[config.mk]
export PLATFORM = sky130hd
export DESIGN_NAME = imem_loader
export DESIGN_NICKNAME = d
export VERILOG_FILES = /design/src/rtl/imem_loader.sv
export SDC_FILE = /design/constraint.sdc
export NUM_CORES = 1
export LEC_CHECK = 0
export ABC_AREA = 0
export CAP_MARGIN = 30
export CORE_UTILIZATION = 43
export DETAILED_ROUTE_END_ITERATION = 10
export SYNTH_ARGS = -nofsm -noshare
export SYNTH_HDL_FRONTEND = slang
export SYNTH_SLANG_ARGS = --single-unit
[constraint.sdc]
create_clock -name clk -period 4.3 [get_ports clk]
set_input_delay 0.43 -clock clk [delete_from_list [all_inputs] [get_ports clk]]
set_output_delay 0.43 -clock clk [all_outputs]
set_load 0.02 [all_outputs]
[src/rtl/imem_loader.sv]
`default_nettype none
// ============================================================================
// Module   : imem_loader
// Function : Packs a byte stream little-endian into 32-bit words and writes
//            them sequentially into the instruction memory, holding the CPU
//            in reset while loading. Optional checksum byte when the macro
//            IMEM_LOADER_CKSUM_EN is defined.
// Revision : 1.0 - initial release
// ============================================================================
module imem_loader #(
  parameter  int DEPTH       = 16,
  parameter  int TIMEOUT_CYC = 1000000,
  localparam int AW          = $clog2(DEPTH)
) (
  input  logic          clk,
  input  logic          rst_n,
  input  logic          start,
  input  logic [7:0]    rx_data,
  input  logic          rx_valid,
  output logic          rx_ready,
  output logic          mem_we,
  output logic [AW-1:0] mem_waddr,
  output logic [31:0]   mem_wdata,
  output logic          busy,
  output logic          done,
  output logic          error,
  output logic          cpu_rst_n,
  output logic [AW:0]   words_loaded
);

  localparam int            IW        = $clog2(TIMEOUT_CYC + 1);
  localparam logic [IW-1:0] IDLE_LAST = IW'(TIMEOUT_CYC - 1);

  typedef enum logic [2:0] {
    S_IDLE  = 3'd0,
    S_COUNT = 3'd1,
    S_DATA  = 3'd2,
    S_CHECK = 3'd3,
    S_DONE  = 3'd4,
    S_ERROR = 3'd5
  } state_e;

  state_e        state_q, state_d;
  logic          rx_ready_q, rx_ready_d;
  logic          mem_we_q, mem_we_d;
  logic [AW-1:0] mem_waddr_q, mem_waddr_d;
  logic [31:0]   mem_wdata_q, mem_wdata_d;
  logic          busy_q, busy_d;
  logic          done_q, done_d;
  logic          error_q, error_d;
  logic          cpu_rst_n_q, cpu_rst_n_d;
  logic [AW:0]   words_loaded_q, words_loaded_d;
  logic [AW:0]   nwords_q, nwords_d;
  logic [AW:0]   widx_q, widx_d;
  logic [1:0]    byte_cnt_q, byte_cnt_d;
  logic [23:0]   buf_q, buf_d;
  logic [IW-1:0] idle_q, idle_d;
`ifdef IMEM_LOADER_CKSUM_EN
  logic [7:0]    sum_q, sum_d;
`endif

  logic          w_accept;
  logic          w_abort;
  logic          w_finish;
  logic [AW:0]   w_widx_inc;

  assign w_accept   = rx_valid && rx_ready_q;
  assign w_widx_inc = widx_q + (AW+1)'(1);

  always_comb begin
    state_d        = state_q;
    rx_ready_d     = 1'b0;
    mem_we_d       = 1'b0;
    mem_waddr_d    = mem_waddr_q;
    mem_wdata_d    = mem_wdata_q;
    busy_d         = 1'b0;
    done_d         = 1'b0;
    error_d        = error_q;
    cpu_rst_n_d    = cpu_rst_n_q;
    words_loaded_d = words_loaded_q + (AW+1)'(mem_we_q);
    nwords_d       = nwords_q;
    widx_d         = widx_q;
    byte_cnt_d     = byte_cnt_q;
    buf_d          = buf_q;
    idle_d         = w_accept ? '0 : idle_q + IW'(1);
    w_abort        = 1'b0;
    w_finish       = 1'b0;
`ifdef IMEM_LOADER_CKSUM_EN
    sum_d          = w_accept ? sum_q + rx_data : sum_q;
`endif

    case (state_q)
      S_IDLE, S_DONE, S_ERROR: begin
        idle_d      = '0;
        cpu_rst_n_d = (state_q != S_ERROR);
        if (start) begin
          state_d        = S_COUNT;
          rx_ready_d     = 1'b1;
          busy_d         = 1'b1;
          cpu_rst_n_d    = 1'b0;
          error_d        = 1'b0;
          words_loaded_d = '0;
          widx_d         = '0;
          byte_cnt_d     = '0;
`ifdef IMEM_LOADER_CKSUM_EN
          sum_d          = '0;
`endif
        end
      end

      S_COUNT: begin
        rx_ready_d = 1'b1;
        busy_d     = 1'b1;
        if (w_accept) begin
          if (rx_data == 8'd0 || int'(rx_data) > DEPTH) begin
            w_abort = 1'b1;
          end else begin
            nwords_d = (AW+1)'(rx_data);
            state_d  = S_DATA;
          end
        end else if (idle_q == IDLE_LAST) begin
          w_abort = 1'b1;
        end
      end

      S_DATA: begin
        rx_ready_d = 1'b1;
        busy_d     = 1'b1;
        if (w_accept) begin
          byte_cnt_d = byte_cnt_q + 2'd1;
          // Shift in from the top so byte 0 lands in bits [7:0] after three bytes.
          buf_d      = {rx_data, buf_q[23:8]};
          if (byte_cnt_q == 2'd3) begin
            mem_we_d    = 1'b1;
            mem_waddr_d = widx_q[AW-1:0];
            mem_wdata_d = {rx_data, buf_q};
            widx_d      = w_widx_inc;
            if (w_widx_inc == nwords_q) begin
`ifdef IMEM_LOADER_CKSUM_EN
              state_d    = S_CHECK;
`else
              rx_ready_d = 1'b0;
`endif
            end
          end
        end else if (widx_q == nwords_q) begin
          // Final word is on the write port this cycle.
          w_finish = 1'b1;
        end else if (idle_q == IDLE_LAST) begin
          w_abort = 1'b1;
        end
      end

`ifdef IMEM_LOADER_CKSUM_EN
      S_CHECK: begin
        rx_ready_d = 1'b1;
        busy_d     = 1'b1;
        if (w_accept) begin
          if (rx_data == sum_q) w_finish = 1'b1;
          else                  w_abort  = 1'b1;
        end else if (idle_q == IDLE_LAST) begin
          w_abort = 1'b1;
        end
      end
`endif

      default: state_d = S_IDLE;
    endcase

    if (w_abort) begin
      state_d     = S_ERROR;
      error_d     = 1'b1;
      rx_ready_d  = 1'b0;
      busy_d      = 1'b0;
      cpu_rst_n_d = 1'b0;
    end
    if (w_finish) begin
      state_d     = S_DONE;
      done_d      = 1'b1;
      rx_ready_d  = 1'b0;
      busy_d      = 1'b0;
      cpu_rst_n_d = 1'b1;
    end
  end

  always_ff @(posedge clk or negedge rst_n) begin
    if (!rst_n) begin
      state_q        <= S_IDLE;
      rx_ready_q     <= 1'b0;
      mem_we_q       <= 1'b0;
      mem_waddr_q    <= '0;
      mem_wdata_q    <= '0;
      busy_q         <= 1'b0;
      done_q         <= 1'b0;
      error_q        <= 1'b0;
      cpu_rst_n_q    <= 1'b0;
      words_loaded_q <= '0;
      nwords_q       <= '0;
      widx_q         <= '0;
      byte_cnt_q     <= '0;
      buf_q          <= '0;
      idle_q         <= '0;
`ifdef IMEM_LOADER_CKSUM_EN
      sum_q          <= '0;
`endif
    end else begin
      state_q        <= state_d;
      rx_ready_q     <= rx_ready_d;
      mem_we_q       <= mem_we_d;
      mem_waddr_q    <= mem_waddr_d;
      mem_wdata_q    <= mem_wdata_d;
      busy_q         <= busy_d;
      done_q         <= done_d;
      error_q        <= error_d;
      cpu_rst_n_q    <= cpu_rst_n_d;
      words_loaded_q <= words_loaded_d;
      nwords_q       <= nwords_d;
      widx_q         <= widx_d;
      byte_cnt_q     <= byte_cnt_d;
      buf_q          <= buf_d;
      idle_q         <= idle_d;
`ifdef IMEM_LOADER_CKSUM_EN
      sum_q          <= sum_d;
`endif
    end
  end

  assign rx_ready     = rx_ready_q;
  assign mem_we       = mem_we_q;
  assign mem_waddr    = mem_waddr_q;
  assign mem_wdata    = mem_wdata_q;
  assign busy         = busy_q;
  assign done         = done_q;
  assign error        = error_q;
  assign cpu_rst_n    = cpu_rst_n_q;
  assign words_loaded = words_loaded_q;

endmodule
`default_nettype wire
==> metrics.txt <==
first-pass GRT wire length 15900 um; total power draw 2.12 mW; Slew @ Worst Pin 902 ps; mapped cell area 0.00456 mm^2; CP Capture Type flip-flop; layout cells sized above 1 0.0818; top cell type's share of synthesized area 0.581; CP Max Fanout 41; vias per std cell 4.95; crit start category primary input; number of flops mapped to enable cells by yosys 0; status finished clean; Crit Path Category in -> reg; synth top area cells dfrtp_1, nand2_1, mux2_2; Netlist cell types 44; Core Region 0.0103 mm^2; ANT cells 0; worst hold path class in -> async; Setup violations, final 0; Reg clk slew, reported paths 100 ps; Tot GR Track Use 0.185; P per Cell Area 392 mW/mm^2; Slew Limit Headroom 0.399; Clock Sinks 106; DRC violations left 0; Final Max Slew Viols 0; gr ovfl total 0; Non-Filler Instances 625; Die W 105 um; worst ir drop on vdd 220 uV; R2R Setup Slk 1880 ps; cell count after synthesis 430; # nets final 502; Max Cap Violations 0; Die Ht 105 um; final WL 9180 um; clk root buf clkbuf_8; Syn-to-layout area delta 18.6%; CP arrival 2730 ps; Sum Neg Setup Slack 0 ps; Final HPWL DP 6190 um; ys async rst share 1.00; largest net degree at the start of global routing 74; Yosys reg bits 106; min Tclk post-route 2420 ps; Post-CTS Resized 0; Worst EP required 4600 ps; commonest non-fill, non-tap cells in the layout nand2_1, dfrtp_1, clkdlybuf4s50_1, nor2_1; Clock Skew 9.60 ps; number of global-route vias before repair 3107; wire per inst 14.7 um; Tcrit/Tclk final 0.564; Post-Place Cells 610; final core occ 0.524; LEAKAGE 2.63 nW; final hold vios 0; area leader, netlist dfrtp_1; postcts setup bufs 0; DIE AREA 0.0110 mm^2; H-tree levels 3; CTS tree done; I/O Buffers 58; most common cell after layout, fill and taps aside nand2_1; Clock Path Buffers 2; Initial Util 0.442; number of primary I/O pins 59; cell row count 37; RSZ-0062 raised after global routing false; Post-Syn Nets 447; vias 3091; Synth warnings 0; Peak Freq 0.412 GHz; DR iter-0 viols 115; clock latency on the worst-skew pair 370 ps; Synth Area per Inst 10.6 um^2; Seq/Total Area, Yosys 0.581; drt first pass iters 4; most used flip-flop cell after synthesis dfrtp_1; CTS buffer count 9; Post-DRT Antenna Nets 0; initial antenna violation count 0; Post-CTS Hold Fix Bufs 0; Placer Congestion 0.794
## registers in the layout, summed over array words and instances (netlist names)
name	cells
idle_q	20
widx_q	5
mem_we	1
done	1
busy	1
rx_ready	1
mem_wdata	32
mem_waddr	4
cpu_rst_n	1
words_loaded	5
error	1
byte_cnt_q	2
state_q	3
buf_q	24
nwords_q	5
## layout make-up
class | instances | area (um^2)
clock inverters | 2 | 38.8
inverters | 4 | 15.0
repair buffers | 62 | 608
clock buffers | 13 | 139
well taps | 136 | 170
multi-input cells | 302 | 1790
flip-flops and latches | 106 | 2650
fillers | 949 | 4910
## synthesized netlist by cell type, types with 2 or more instances
library cell / n
inv_1: 4
buf_4: 2
nor4b_1: 2
xnor2_1: 12
xor2_1: 18
nor3_1: 5
buf_2: 6
mux2_2: 18
nand4_1: 9
dfrtp_1: 106
and3_1: 4
o21bai_1: 2
and2_1: 5
buf_6: 3
nor2b_1: 2
nor2_1: 34
a21oi_1: 4
mux2_1: 12
nand3_1: 10
nand2b_1: 2
nor3b_1: 4
a211o_1: 2
nand2_1: 128
nor4_1: 3
ha_1: 5
clkbuf_1: 6
o21ai_0: 5
## worst paths after layout
check | startpoint | depth (start not counted) | to
setup / recovery | rx_valid | 8 | widx_q[4]
hold / removal | rst_n | 1 | mem_wdata[29]
setup reg to reg | state_q[1] | 7 | widx_q[4]
hold reg to reg | buf_q[7] | 2 | mem_wdata[7]
max in group asynchronous | rst_n | 2 | idle_q[14]
min in group clk | buf_q[7] | 2 | mem_wdata[7]
## stage by stage
step	setup slack (ps)	cell area (um^2)	hold WS, ps
3_3_place_gp	1560	5230	446
3_5_place_dp	1480	5230	440
5_1_grt	1640	5410	263
2_1_floorplan	2600	4560	134
4_1_cts	1830	5410	216
6_report	1880	5410	183
## where the power goes
group / internal (mW) / switching [mW] / leakage [nW]
combinational: 0.169 / 0.214 / 1.08
clock: 0.269 / 0.321 / 0.0877
sequential: 1.08 / 0.0702 / 1.46
## worst max-delay path: stages
cell	delay (ps)
clkdlybuf4s50_1	520
and2_1	240
nand3_1	100
buf_4	270
inv_1	680
nand4_1	200
xor2_1	180
nor2_1	100
## logic make-up after synthesis
group / share of synthesized area
buffers and inverters: 0.0266
XOR/XNOR: 0.0576
flip-flops: 0.581
AO/OA/AOI/OAI: 0.0337
multiplexers: 0.0762
adder cells (fa/ha/maj): 0.0137
AND/OR/NAND/NOR: 0.211
## per-layer routing
layer,track usage,wire length (um),vias to the layer above
met5,0,0,-
met4,0.0815,159,0
met3,0.0250,218,11
met2,0.273,4100,47
met1,0.272,4700,1504
li1,-,-,1529
Power figures use the tool's default switching activity.
